**src/rtl/sprite_line_scanner.sv**
```systemverilog
// sprite_line_scanner: per-line scan of the sprite attribute table.
// Walks the first N_ENTRIES entries, finds sprites that cover LINE_Y,
// and queues hit records in a 4-deep FWFT FIFO for the pixel fetcher.
//
// Optional build macro: SPRITE_SCAN_FLIPY_EN
//   defined   -> entry bit [3] is a vertical-flip flag, colour is 3 bits
//   undefined -> entry bits [3:0] are the colour, row is never mirrored
//
// Ports:
//   CLK, RESET          clock, synchronous active-high reset
//   LINE_START, LINE_Y  start-of-scan pulse and scanline to evaluate
//   TBL_RD_ADDR/DATA    sprite table read port (1-cycle read latency)
//   HIT_VALID/READY     valid/ready handshake for the FIFO head
//   HIT_X/TILE/ROW/COLOR  fields of the FIFO head record
//   SCAN_BUSY           high while a scan is in progress
//   SCAN_DONE           one-cycle pulse once the last entry is evaluated
//   OVERFLOW            a hit was dropped on this line (MAX_HITS reached)

module sprite_line_scanner #(
  parameter int unsigned N_ENTRIES = 64,
  parameter int unsigned SPRITE_H  = 16,
  parameter int unsigned MAX_HITS  = 8
) (
  input  logic        CLK,
  input  logic        RESET,
  input  logic        LINE_START,
  input  logic [8:0]  LINE_Y,
  output logic [8:0]  TBL_RD_ADDR,
  input  logic [31:0] TBL_RD_DATA,
  output logic        HIT_VALID,
  input  logic        HIT_READY,
  output logic [9:0]  HIT_X,
  output logic [7:0]  HIT_TILE,
  output logic [3:0]  HIT_ROW,
  output logic [3:0]  HIT_COLOR,
  output logic        SCAN_BUSY,
  output logic        SCAN_DONE,
  output logic        OVERFLOW
);

  localparam int unsigned IDX_W = 10;
  localparam int unsigned CNT_W = $clog2(MAX_HITS + 1);
  localparam int unsigned REC_W = 26;
  localparam int unsigned DEPTH = 4;

  typedef enum logic [1:0] {IDLE, SCAN, DRAIN} state_t;

  state_t             state;
  logic [8:0]         line_y_q;
  logic [IDX_W-1:0]   rd_idx;
  logic [CNT_W-1:0]   hit_cnt;
  logic               rd_pend;
  logic [REC_W-1:0]   fifo_mem [DEPTH];
  logic [1:0]         wr_ptr;
  logic [1:0]         rd_ptr;
  logic [2:0]         fifo_count;

  logic [8:0]         diff;
  logic               hit;
  logic               hit_full;
  logic [3:0]         row;
  logic [3:0]         color;
  logic               push;
  logic               pop;
  logic               issue;
  logic [REC_W-1:0]   rec;

  // Evaluate the returning entry and decide issue/push/pop for this cycle
  always_comb begin
    diff     = line_y_q - TBL_RD_DATA[20:12];
    hit      = TBL_RD_DATA[31] && (diff < 9'(SPRITE_H));
    row      = diff[3:0];
    color    = TBL_RD_DATA[3:0];
`ifdef SPRITE_SCAN_FLIPY_EN
    color    = {1'b0, TBL_RD_DATA[2:0]};
    if (TBL_RD_DATA[3]) begin
      row = 4'(SPRITE_H - 1) - diff[3:0];
    end
`endif
    hit_full = (hit_cnt == CNT_W'(MAX_HITS));
    push     = rd_pend && hit && !hit_full;
    pop      = HIT_VALID && HIT_READY;
    // count <= 2 leaves room for the one read in flight plus this cycle's push
    issue    = (state == SCAN) && (fifo_count <= 3'd2) &&
               (rd_idx < IDX_W'(N_ENTRIES));
    rec      = {TBL_RD_DATA[30:21], TBL_RD_DATA[11:4], row, color};
  end

  assign HIT_VALID = (fifo_count != 3'd0);
  assign {HIT_X, HIT_TILE, HIT_ROW, HIT_COLOR} = fifo_mem[rd_ptr];

  // FIFO storage; stale writes during a flush are harmless since pointers reset
  always_ff @(posedge CLK) begin
    if (push) begin
      fifo_mem[wr_ptr] <= rec;
    end
  end

  // Scan FSM, read pipeline, hit counting and FIFO pointers
  always_ff @(posedge CLK) begin
    if (RESET) begin
      state       <= IDLE;
      line_y_q    <= '0;
      rd_idx      <= '0;
      TBL_RD_ADDR <= '0;
      hit_cnt     <= '0;
      rd_pend     <= 1'b0;
      wr_ptr      <= '0;
      rd_ptr      <= '0;
      fifo_count  <= '0;
      SCAN_BUSY   <= 1'b0;
      SCAN_DONE   <= 1'b0;
      OVERFLOW    <= 1'b0;
    end else begin
      SCAN_DONE <= 1'b0;
      if (LINE_START) begin
        // New line (also aborts a running scan): drop in-flight data, flush
        state       <= SCAN;
        SCAN_BUSY   <= 1'b1;
        line_y_q    <= LINE_Y;
        rd_idx      <= '0;
        TBL_RD_ADDR <= '0;
        hit_cnt     <= '0;
        OVERFLOW    <= 1'b0;
        rd_pend     <= 1'b0;
        wr_ptr      <= '0;
        rd_ptr      <= '0;
        fifo_count  <= '0;
      end else begin
        rd_pend <= issue;

        if (push) begin
          wr_ptr  <= wr_ptr + 2'd1;
          hit_cnt <= hit_cnt + CNT_W'(1);
        end
        if (rd_pend && hit && hit_full) begin
          OVERFLOW <= 1'b1;
        end
        if (pop) begin
          rd_ptr <= rd_ptr + 2'd1;
        end
        case ({push, pop})
          2'b10:   fifo_count <= fifo_count + 3'd1;
          2'b01:   fifo_count <= fifo_count - 3'd1;
          default: fifo_count <= fifo_count;
        endcase

        case (state)
          SCAN: begin
            if (issue) begin
              rd_idx <= rd_idx + IDX_W'(1);
              // Address holds on the last entry once every read is issued
              if ((rd_idx + IDX_W'(1)) < IDX_W'(N_ENTRIES)) begin
                TBL_RD_ADDR <= 9'(rd_idx + IDX_W'(1));
              end
            end else if (rd_idx == IDX_W'(N_ENTRIES)) begin
              state <= DRAIN;
            end
          end
          DRAIN: begin
            // Last result has landed in the previous cycle
            state     <= IDLE;
            SCAN_BUSY <= 1'b0;
            SCAN_DONE <= 1'b1;
          end
          default: begin
            state <= IDLE;
          end
        endcase
      end
    end
  end

endmodule

```
**config.mk**
```make
export PLATFORM = sky130hd
export DESIGN_NAME = sprite_line_scanner
export DESIGN_NICKNAME = d
export VERILOG_FILES = /design/src/rtl/sprite_line_scanner.sv
export SDC_FILE = /design/constraint.sdc
export NUM_CORES = 1
export LEC_CHECK = 0
export CORE_MARGIN = 10
export CORE_UTILIZATION = 59
export CTS_CLUSTER_DIAMETER = 50
export DETAILED_ROUTE_END_ITERATION = 10
export PLACE_DENSITY = 0.86
export SYNTH_ARGS = -nofsm -noshare
export SYNTH_HDL_FRONTEND = slang
export SYNTH_SLANG_ARGS = --single-unit
```
**constraint.sdc**
```tcl
create_clock -name CLK -period 6 [get_ports CLK]
set_input_delay 0.6 -clock CLK [delete_from_list [all_inputs] [get_ports CLK]]
set_output_delay 0.6 -clock CLK [all_outputs]
set_load 0.05 [all_outputs]
```
-- Word level (Yosys, flattened, before mapping)
Memory sizes are Yosys's and may differ from the RTL's. A register that Yosys moved wholly into a read port is not among the register bits.
Cells that the tools add are included.
- reductions and logical operators: 17
- bitwise gates (word level): 2
- add/subtract/negate cells: 7
- equal/unequal tests: 8
- $lt $le $gt $ge: 4
- multiplexer cells: 12
- operators by type and width (operator ; number):
    $lt A10 B7 Y1 const B ; 2
    $add A10 B1 Y10 const B ; 1
    $eq A10 B7 Y1 const B ; 1
    $lt A9 B5 Y1 const B ; 1
    $mux W1 ; 9
    $sub A9 B9 Y9 ; 1
    $logic_and A1 B1 Y1 ; 7
    $pmux W3 S2 ; 1
    $reduce_and A2 Y1 ; 3
    $add A2 B1 Y2 const B ; 2
    $add A4 B1 Y4 const B ; 1
    $eq A2 B1 Y1 const B ; 2
    $eq A2 B2 Y1 const B ; 2
    $eq A4 B4 Y1 const B ; 1
    $mux W2 ; 2
    $reduce_bool A2 Y1 ; 2
    $add A3 B1 Y3 const B ; 1
    $le A3 B2 Y1 const B ; 1
    $ne A3 B2 Y1 const B ; 1
    $ne A3 B3 Y1 const B ; 1
    $reduce_and A3 Y1 ; 1
    $reduce_bool A3 Y1 ; 1
    $reduce_or A3 Y1 ; 1
    $sub A3 B1 Y3 const B ; 1
    other kinds (3) ; 4
- RAM bits: 104
- memories kept: 1
- output and inout port bits: 39
- register bits after elaboration: 45
- bits of input ports: 45
- word-level logic and storage cells: 64
- memory list (name ; depth ; bits a word ; read ports ; clocked after memory_dff ; write ports ; line ; RTL):
    fifo_mem ; 4 ; 26 ; 1 ; 1 ; 1 ; 53 ; logic [REC_W-1:0] fifo_mem [DEPTH];

-- Longest topological paths before layout
- depth after elaboration: 7
- mapped depth: 15
- gate-level depth less buffers: 15

-- Worst setup path before layout
OpenSTA, ideal clock, no wires.
- path kind: input to register
- start point: input TBL_RD_DATA[12]
- end point: register fifo_count[2]
- cell stages on the path: 14
- required time: 5930 ps
- buffers on the path: 0
- setup time: 70 ps
- data arrival time: 3248 ps
- setup slack: 2682 ps
- path through: ha_1 -> fa_1 -> nand2b_1 -> a21oi_1 -> xor2_1 -> a211o_1 -> nor3_2 -> inv_1 -> ha_1 -> inv_1 -> fa_1 -> xor2_1 -> or3_1 -> a21oi_1
- longest elaborated chain between the ends: 7
- elaborated cells between the ends (all ways): 9
- classes of those cells: add/sub (1); order compare (1); eq/ne (2); mux (1); reduce/logical (4)
- ends and longest elaborated chain (item ; line ; RTL):
    start: declaration ; 29 ; input logic [31:0] TBL_RD_DATA,
    $sub A9 B9 Y9 (*) ; 70 ; diff = line_y_q - TBL_RD_DATA[20:12];
    $lt A9 B5 Y1 (*) ; 71 ; hit = TBL_RD_DATA[31] && (diff < 9'(SPRITE_H));
    $logic_and A1 B1 Y1 (*) ; 71 ;
    $logic_and A1 B1 Y1 (*) (2 in series) ; 81 ; push = rd_pend && hit && !hit_full;
    $eq A2 B1 Y1 / $eq A2 B2 Y1 (equally long branches) ; 142 ; case ({push, pop})
    $pmux W3 S2 / $reduce_bool A2 Y1 (equally long branches) ; - ;
    end signal: assignment ; 143 ; 2'b10: fifo_count <= fifo_count + 3'd1;
    end signal: assignment ; 144 ; 2'b01: fifo_count <= fifo_count - 3'd1;
    end signal: assignment ; 145 ; default: fifo_count <= fifo_count;
    end: declaration ; 56 ; logic [2:0] fifo_count;
Every way passes the cells marked *; elsewhere a longest branch is shown, timed or not.
A chain may end at the register's enable or synchronous reset.

-- Worst setup path after layout
Same ends and word-level chain as after synthesis.

==> results.txt <==
status: completed
overall power: 0.002262 W
power density of the placed cells: 294.0 nW/um^2
sequential area share after synthesis: 0.6576
global-route wire length before repair: 19760 um
Setup crit end kind: register
R2R Path End: fifo_count[2]$_SDFFE_PP0P_
Cell Rows: 37
clock network fraction of total power: 0.451
largest net degree at the start of global routing: 27
commonest cells after routing, fill and taps aside: 104 x edfxtp_1, 83 x clkdlybuf4s50_1, 46 x dfxtp_1, 32 x nor2_1, 26 x mux4_2
Antenna Nets Post-Route: 0
post-CTS sizing: 0
Slew Limit Fails: 0
ys async rst share: 0
hold path depth: 1
CTS Buf Count: 17
Total Neg Setup Slack: 0 ps
chip width: 122.3 um
min-delay src: OVERFLOW$_SDFFE_PP0P_
RSZ-0062 raised after global routing: false
Flop pwr share: 0.497
cts-stage hold buffer count: 0
P_sw: 0.0004879 W
Die ar.: 14970 sq um
synthesized area: 6180 sq um
DR WL/cell: 19.08 um
WP data arrival: 3960 ps
Vias: 3593
routability cong.: 0.8559
Max Clk Rate: 0.2848 GHz
CTS sink cnt: 151
share of cells above drive strength 1: 0.1417
Initial Utilization: 0.6013
top cell type's share of synthesized area: 0.5054
Pint: 0.001774 W
FF+latch count, synth: 151
syn avg cell area: 15.18 sq um
Synth Warn #: 0
Comb pwr share: 0.052
Period Utilization, post-route: 0.5852
Switching Share: 0.2157
dpl hpwl: 7727 um
fin nets: 559
cell taking the most area after synthesis: edfxtp_1
Synth Net Count: 471
FF-to-FF Start: line_y_q[0]$_SDFFE_PP0P_
Max FO, Critical Path: 5
crit path from: TBL_RD_DATA[12]
leakage: 2.685 nW
Area Overhead vs Synth: 24.52%
Die Y: 122.3 um
worst skew pair latency: 520 ps
setup violators final: 0
initial antenna violation count: 0
Critical Path Start Type: input port
clk_skew: 7.269 ps
hold path endpoint: OVERFLOW$_SDFFE_PP0P_
Worst R2R Path Depth: 15
CTS tree: done
commonest non-fill, non-tap cell in the layout: edfxtp_1
core area: 10280 sq um
EDFF count, synth: 104
Core Util, Final: 0.7487
IO Port Bufs: 83
HP Class: reg2reg
dominant register cell in the synthesized netlist: edfxtp_1
vias in the first global route: 3855
WHS: 469.1 ps
final hold violation count: 0
global-route usage over all layers: 0.1717
post-synth cell types: 47
GRT overflow: 0
Pre-antenna DRT Iters: 5
worst IR drop on VDD: 0.0001605 V
ant diodes: 0
Detailed Route Iter0 Violations: 278
drt via density: 5.579
H-Tree Level Count: 4
Synth area leaders: edfxtp_1 51%, dfxtp_1 15%, mux4_2 9.5%
Worst Setup Path Type: in2reg
Worst Max-Slew Pin Slew: 946.9 ps
Reg clk slew, reported paths: 60 ps
critical path required time: 6440 ps
# DRC: 0
final WL: 12290 um
Root Buffer: clkbuf_8
Cells after Synth: 407
Max clock buf depth: 2
I/O pin cnt: 84
relative slew slack: 0.3687
maxcap violations: 0
post-layout min period: 3511 ps
flop2flop setup slack: 2630 ps
number of setup buffers added after CTS: 0
sequential cells by signal, indices dropped and copies added (netlist names), named ones only:
name	cells
fifo_mem	104
rd_idx	10
TBL_RD_ADDR	9
line_y_q	9
hit_cnt	4
fifo_count	3
rd_ptr	2
state	2
wr_ptr	2
OVERFLOW	1
SCAN_BUSY	1
SCAN_DONE	1
rd_pend	1
power by group through the flow:
stage / logic, W / clock network (W) / registers, W
after floorplan: 0.0000656 / 0 / 0.00115
after global placement: 0.000110 / 0 / 0.00115
after detailed placement: 0.000116 / 0 / 0.00115
after CTS: 0.000118 / 0.00103 / 0.00112
after global routing: 0.000129 / 0.00107 / 0.00113
final: 0.000118 / 0.00102 / 0.00112
routing by layer:
layer | up-vias | GRT usage | share of wire
met5 | - | 0 | 0
met4 | 0 | 0.05081 | 0.0092
met3 | 14 | 0.05418 | 0.063
met2 | 118 | 0.2853 | 0.50
met1 | 1757 | 0.2118 | 0.43
li1 | 1704 | - | -
worst max path at each step:
stage | slack [ps] | cells after the start | endpoint
3_3_place_gp | 2140 | 15 | fifo_count[2]$_SDFFE_PP0P_
2_1_floorplan | 2680 | 14 | fifo_count[2]$_SDFFE_PP0P_
6_report | 2490 | 15 | fifo_count[2]$_SDFFE_PP0P_
5_1_grt | 2200 | 15 | fifo_count[2]$_SDFFE_PP0P_
3_5_place_dp | 1960 | 15 | fifo_count[2]$_SDFFE_PP0P_
4_1_cts | 2450 | 2 | HIT_TILE[2]
cell type report:
| cell class | instances | area (sq um) |
|---|---|---|
| clock buffers | 21 | 503.0 |
| clock inverters | 11 | 77.57 |
| fillers | 633 | 2582 |
| inverters | 24 | 90.09 |
| multi-input cells | 217 | 1951 |
| flip-flops and latches | 151 | 4065 |
| well taps | 136 | 170.2 |
| repair buffers | 84 | 838.3 |
critical path: stages:
cell	delay, ps
clkdlybuf4s50_1	400
ha_1	240
fa_1	410
nand2b_1	180
a211oi_1	280
or3_1	190
nand4_1	180
nor3_2	350
inv_1	80
ha_1	230
inv_1	70
fa_1	180
xor2_1	70
or3_1	330
a21oi_1	160
through the flow:
stage	instance area [sq um]	instances	worst slack, ps
global placement	7114	612	2139
global route	7695	644	2202
finish	7695	644	2489
detailed placement	7114	612	1963
floorplan	6180	407	2682
CTS	7695	644	2447
logic make-up (layout without fill, tap and decap cells):
group,after synthesis,count (layout),synth area share
buffers and inverters,39,140,0.02673
xor gates and xnor gates,15,15,0.02126
and+or+nand+nor,101,101,0.08423
muxes,42,42,0.1207
adders and majority gates,19,19,0.04090
AOI/OAI and AO/OA,40,40,0.04860
DFF,151,151,0.6576
synthesized netlist by cell type (all sizes together), types with 2 or more instances:
master,number
nand4,7
xnor2,5
a21oi,14
nand2b,3
and2,4
clkbuf,8
nand3b,2
and3,11
fa,2
xor2,10
o21ai,9
a31o,3
mux2i,16
dfxtp,47
nor2,32
or2,2
mux4,26
o21a,3
buf,7
edfxtp,104
or3,7
ha,17
nor3,9
nand2,15
inv,24
nand3,4
a211oi,3
No activity file was read; power rests on OpenSTA's default activity.
